$ cat src/rtl/transport_arbiter.sv
// transport_arbiter
//   Shares the single transport transmit port between session call-control
//   messages and the outgoing audio stream. Control is preferred, but only
//   CTRL_BURST grants in a row while audio is waiting, so audio cannot starve.
//   Audio samples are held in a small FIFO. Every send then waits for the
//   transport to go busy and idle again, and gives up after ACK_TIMEOUT cycles.
//
// Ports
//   clk, reset        rising-edge clock, async active-high reset
//   ctrlReq/Cmd/Data  control request (level, held until ctrlAck) + payload
//   ctrlAck           one-cycle pulse when the control request is issued
//   audioValid/In     one-cycle strobe pushing one audio sample
//   transportBusy     transport is processing a send
//   sendFlag          one-cycle strobe; cmd/dataOut valid (held until next grant)
//   arbBusy           arbiter not in IDLE
//   fifoCount         audio FIFO occupancy
//   audioDrop         saturating count of samples dropped on overflow
//   timeoutFlag       one-cycle pulse when the transport never went busy
//   arbState          IDLE=0, WAIT_BUSY=1, WAIT_DONE=2
module transport_arbiter #(
   parameter int         FIFO_DEPTH  = 4,
   parameter int         CTRL_BURST  = 2,
   parameter logic [1:0] AUDIO_CMD   = 2'b11,
   parameter int         ACK_TIMEOUT = 15
) (
   input  logic        clk,
   input  logic        reset,
   input  logic        ctrlReq,
   input  logic [1:0]  ctrlCmd,
   input  logic [15:0] ctrlData,
   output logic        ctrlAck,
   input  logic        audioValid,
   input  logic [15:0] audioIn,
   input  logic        transportBusy,
   output logic        sendFlag,
   output logic [1:0]  cmd,
   output logic [15:0] dataOut,
   output logic        arbBusy,
   output logic [2:0]  fifoCount,
   output logic [7:0]  audioDrop,
   output logic        timeoutFlag,
   output logic [1:0]  arbState
);

   localparam int PTR_W = (FIFO_DEPTH > 1) ? $clog2(FIFO_DEPTH) : 1;
   localparam int RUN_W = $clog2(CTRL_BURST + 1);
   localparam int TMR_W = $clog2(ACK_TIMEOUT);

   localparam logic [2:0]       DEPTH_C   = 3'(FIFO_DEPTH);
   localparam logic [PTR_W-1:0] LAST_PTR  = PTR_W'(FIFO_DEPTH - 1);
   localparam logic [RUN_W-1:0] BURST_C   = RUN_W'(CTRL_BURST);
   localparam logic [TMR_W-1:0] TMO_LAST  = TMR_W'(ACK_TIMEOUT - 1);

   typedef enum logic [1:0] {
      IDLE      = 2'd0,
      WAIT_BUSY = 2'd1,
      WAIT_DONE = 2'd2
   } arbStateT;

   arbStateT         state, stateNext;
   logic             grantCtrl, grantAudio, timeoutHit;

   // Storage is rounded up to a power of two so the pointer indexes it
   // cleanly; pointers still wrap at FIFO_DEPTH.
   logic [15:0]      fifoMem [2**PTR_W];
   logic [PTR_W-1:0] rdPtr, wrPtr;
   logic [2:0]       count;
   logic             fifoEmpty, fifoFull;
   logic             push, pop, drop;

   logic [RUN_W-1:0] ctrlRun;
   logic [TMR_W-1:0] timer;

   assign fifoEmpty = (count == 3'd0);
   assign fifoFull  = (count == DEPTH_C);

   // Only an audio grant pops. A push into a full FIFO still lands when the
   // head leaves in the same cycle, so the slot is reused rather than dropped.
   assign pop  = grantAudio;
   assign push = audioValid && (!fifoFull || pop);
   assign drop = audioValid && fifoFull && !pop;

   assign arbState  = state;
   assign fifoCount = count;

   // ---------------------------------------------------------------- FSM
   always_ff @(posedge clk or posedge reset) begin
      if (reset) state <= IDLE;
      else       state <= stateNext;
   end

   always_comb begin
      stateNext  = state;
      grantCtrl  = 1'b0;
      grantAudio = 1'b0;
      timeoutHit = 1'b0;
      unique case (state)
         IDLE: begin
            // Arbitration uses the registered FIFO count, so a sample pushed
            // on this edge is granted no earlier than the next one.
            if (!transportBusy) begin
               if (ctrlReq && (fifoEmpty || (ctrlRun < BURST_C)))
                  grantCtrl = 1'b1;
               else if (!fifoEmpty)
                  grantAudio = 1'b1;
               if (grantCtrl || grantAudio)
                  stateNext = WAIT_BUSY;
            end
         end
         WAIT_BUSY: begin
            if (transportBusy) begin
               stateNext = WAIT_DONE;
            end else if (timer == TMO_LAST) begin
               // Send is abandoned; nothing is re-queued.
               timeoutHit = 1'b1;
               stateNext  = IDLE;
            end
         end
         WAIT_DONE: begin
            if (!transportBusy) stateNext = IDLE;
         end
         default: stateNext = IDLE;
      endcase
   end

   // ------------------------------------------------------- grant outputs
   always_ff @(posedge clk or posedge reset) begin
      if (reset) begin
         sendFlag    <= 1'b0;
         ctrlAck     <= 1'b0;
         timeoutFlag <= 1'b0;
         arbBusy     <= 1'b0;
         cmd         <= 2'd0;
         dataOut     <= 16'd0;
         ctrlRun     <= '0;
         timer       <= '0;
      end else begin
         sendFlag    <= grantCtrl | grantAudio;
         ctrlAck     <= grantCtrl;
         timeoutFlag <= timeoutHit;
         arbBusy     <= (stateNext != IDLE);

         if (grantCtrl) begin
            cmd     <= ctrlCmd;
            dataOut <= ctrlData;
            // The run only matters while audio waits; with an empty FIFO the
            // next audio sample starts a fresh burst budget.
            if (fifoEmpty)               ctrlRun <= '0;
            else if (ctrlRun != BURST_C) ctrlRun <= ctrlRun + 1'b1;
         end else if (grantAudio) begin
            cmd     <= AUDIO_CMD;
            dataOut <= fifoMem[rdPtr];
            ctrlRun <= '0;
         end

         if (grantCtrl || grantAudio)
            timer <= '0;
         else if (stateNext == WAIT_BUSY)
            timer <= timer + 1'b1;
      end
   end

   // ---------------------------------------------------------- audio FIFO
   always_ff @(posedge clk) begin
      if (push) fifoMem[wrPtr] <= audioIn;
   end

   always_ff @(posedge clk or posedge reset) begin
      if (reset) begin
         rdPtr     <= '0;
         wrPtr     <= '0;
         count     <= 3'd0;
         audioDrop <= 8'd0;
      end else begin
         if (push) wrPtr <= (wrPtr == LAST_PTR) ? '0 : wrPtr + 1'b1;
         if (pop)  rdPtr <= (rdPtr == LAST_PTR) ? '0 : rdPtr + 1'b1;

         unique case ({push, pop})
            2'b10:   count <= count + 3'd1;
            2'b01:   count <= count - 3'd1;
            default: count <= count;
         endcase

         if (drop && (audioDrop != 8'hFF)) audioDrop <= audioDrop + 8'd1;
      end
   end

endmodule

$ cat config.mk
export PLATFORM = sky130hd
export DESIGN_NAME = transport_arbiter
export DESIGN_NICKNAME = d
export VERILOG_FILES = /design/src/rtl/transport_arbiter.sv
export SDC_FILE = /design/constraint.sdc
export NUM_CORES = 1
export LEC_CHECK = 0
export ABC_CLOCK_PERIOD_IN_PS = 4200
export CORE_MARGIN = 2
export CORE_UTILIZATION = 57
export CTS_CLUSTER_DIAMETER = 100
export DETAILED_ROUTE_END_ITERATION = 8
export GPL_TIMING_DRIVEN = 0
export PLACE_DENSITY = 0.91
export SLEW_MARGIN = 20
export SYNTH_ARGS = -nofsm -noshare
export SYNTH_HDL_FRONTEND = slang
export SYNTH_SLANG_ARGS = --single-unit
export TNS_END_PERCENT = 30
$ cat constraint.sdc
create_clock -name clk -period 4.2 [get_ports clk]
set_input_delay 0.42 -clock clk [delete_from_list [all_inputs] [get_ports clk]]
set_output_delay 0.42 -clock clk [all_outputs]
set_load 0.05 [all_outputs]
==> out/qor.txt <==
Yosys top cell area share: 42.2%
RSZ-0062 raised after global routing: false
Final ANT Viol Nets: 0
Ports: 74
Total power draw: 0.00386 W
Clock Path Buffers: 2
First-pass GRT wire length: 14200 um
CTS tree: done
Synth area leaders: edfxtp_1, dfrtp_1, mux4_2
Hold violation count in the final report: 0
Iteration-0 DRC Markers: 192
Die height: 93.4 um
Initial Util: 59.0%
Ys flop type: edfxtp_1
Total wire length: 8650 um
DRT Pass-1 Iters: 4
Clock-pin slew on the worst setup and hold paths: 110 ps
CTS Hold Bufs: 0
Multi-input logic area: 1410 um2
Tmin final: 2580 ps
Yosys warnings: 0
Vias in the first global route: 2846
Die area: 8730 um2
R2R cell count: 9
Max frequency: 388 MHz
Mapped Cells: 298
Die W: 93.4 um
Tcrit/Tclk final: 61.4%
Total gr overflow: 0
Routed wire length per instance: 17.7 um
Final setup viols: 0
Std cell rows: 32
Total GRT Usage: 21.7%
Via/cell ratio: 5.73
EDFF count, synth: 64
Lkg Pwr: 2.13 nW
Final nets: 432
FF-to-FF Start: arbState[0]$_DFF_PP0_
Reg2reg setup slack: 1720 ps
Clk sinks: 109
Startpoint type of the worst setup path: primary input
Port Buffer Count: 73
Sum Neg Setup Slack: 0 ps
Root buf cell: clkbuf_8
Reg area: 3050 um2
Synth area leader: edfxtp_1
Hold crit path type: in -> async
Antenna violations before repair: 0
CP arrival: 2870 ps
# DRC: 0
CP Class: in -> reg
Diode count: 0
Measured slew at the worst slew-check pin: 833 ps
Max-cap violations: 0
Syn_nets: 347
Sequential element share of the synthesized area: 66.8%
Worst-path fanout max: 6
Post-synthesis async set-or-reset flop share: 41.3%
Crit. End Element: flip-flop
Core area: 7730 um2
Mean Syn Cell Area: 15.3 um2
PD cells: 686 nW/um2
Most common cell in the synthesized netlist: edfxtp_1
Synth Cell Area: 4560 um2
Post-synthesis register bit count: 109
Fraction of layout instances using a drive strength above 1: 13.7%
Clock Latency Late Sink: 370 ps
Total number of vias: 2810
# fillers: 482
H-tree Lvls: 3
Post-CTS Setup Bufs: 0
Worst vdd ir: 0.000275 V
Post-synth cell types: 50
Cts repair resizes: 0
Slew margin rel.: 44.5%
Dpl hpwl: 6230 um
GPL Wtd Cong: 0.804
Run status: finished clean
Worst EP required: 4490 ps
Reg2reg end: fifoCount[2]$_DFFE_PP0P_
Area growth from synthesis to final layout: 23.4%
Post-synth top cells: edfxtp_1, dfrtp_1, a21oi_1
Clk_skew: 8.58 ps
Total CTS buffers: 9
Final slew viol count: 0
Largest net degree at the start of global routing: 34
-- where the power goes --
| part | leakage (nW) | switching (W) | internal [W] |
|---|---|---|---|
| clock network | 0.0984 | 0.000374 | 0.000231 |
| logic | 0.897 | 0.000988 | 0.000646 |
| registers | 1.14 | 0.000178 | 0.00144 |
-- flip-flops by register name (all words and copies together) (netlist names), 3 cells and up --
name / cells
fifoCount: 3
timer: 4
audioDrop: 8
dataOut: 16
fifoMem: 64
-- placed cells by master, fill, tap and decap left out, types with 3 or more instances in the layout --
cell type	synthesis	final
clkdlybuf4s50_1	0	73
mux4_2	16	16
dfrtp_1	45	45
xor2_1	7	7
nand3_1	6	6
and3_1	5	5
inv_6	0	3
and2_1	6	6
inv_1	9	8
a21oi_1	25	25
clkbuf_1	3	3
clkbuf_8	0	9
buf_2	4	4
mux2_1	4	4
nand2b_1	4	4
nand2_1	16	16
nor3_1	5	5
nor2_1	20	20
a221o_1	5	5
edfxtp_1	64	64
inv_2	2	3
ha_1	9	9
-- critical path, cell delays in order --
cell             delay, ps
clkdlybuf4s50_1        480
or3_1                  410
buf_6                  150
nor3_2                 320
nand2b_1               120
fa_1                   400
nor2b_1                160
o21ai_0                130
o31a_1                 130
o211ai_1               150
-- cells by family after synthesis --
kind of cell | Yosys count | synth area share (%)
AO/OA/AOI/OAI | 47 | 7.33
flip-flops | 109 | 66.8
multiplexers | 24 | 9.93
adder cells (fa/ha/maj) | 10 | 2.91
buffers and inverters | 21 | 2.17
XOR/XNOR | 9 | 1.73
AND/OR/NAND/NOR | 78 | 9.08
-- layer usage --
| metal | wire [um] | vias up | GRT usage (%) |
|---|---|---|---|
| met1 | 3560 | 1414 | 29.3 |
| met3 | 358 | 20 | 3.71 |
| met5 | 0 | - | 0 |
| met4 | 188 | 0 | 9.19 |
| met2 | 4550 | 79 | 35.1 |
| li1 | - | 1297 | - |
-- stage by stage --
| step | worst slack [ps] | cell area (um2) | hold slack, ps | cells | utilization, % |
|---|---|---|---|---|---|
| floorplan | 1730 | 4560 | 493 | 298 | - |
| global placement | 1290 | 5420 | 497 | 473 | 70.1 |
| detailed placement | 1220 | 5440 | 501 | 474 | 70.4 |
| CTS | 1610 | 5620 | 306 | 490 | 72.8 |
| global route | 1470 | 5620 | 330 | 490 | 72.8 |
| finish | 1620 | 5620 | 299 | 490 | 72.8 |
-- cell type report --
class / instances / share of cell area [%]
sequential: 109 / 54.2
clock inverter: 7 / 1.11
timing repair buffer: 74 / 13.3
multi-input combinational: 168 / 25.1
tap: 102 / 2.27
buffer: 10 / 1.02
inverter: 11 / 0.734
clock buffer: 9 / 2.20
-- how the worst max path moves through the flow --
stage | to | slack [ps] | start
finish | fifoCount[2]$_DFFE_PP0P_ | 1620 | transportBusy
global route | fifoCount[2]$_DFFE_PP0P_ | 1470 | transportBusy
CTS | fifoMem[3][8]$_DFFE_PP_ | 1610 | transportBusy
detailed placement | fifoMem[3][5]$_DFFE_PP_ | 1220 | transportBusy
global placement | fifoMem[3][8]$_DFFE_PP_ | 1290 | transportBusy
floorplan | fifoCount[2]$_DFFE_PP0P_ | 1730 | arbState[1]$_DFF_PP0_
Power figures use the tool's default switching activity.
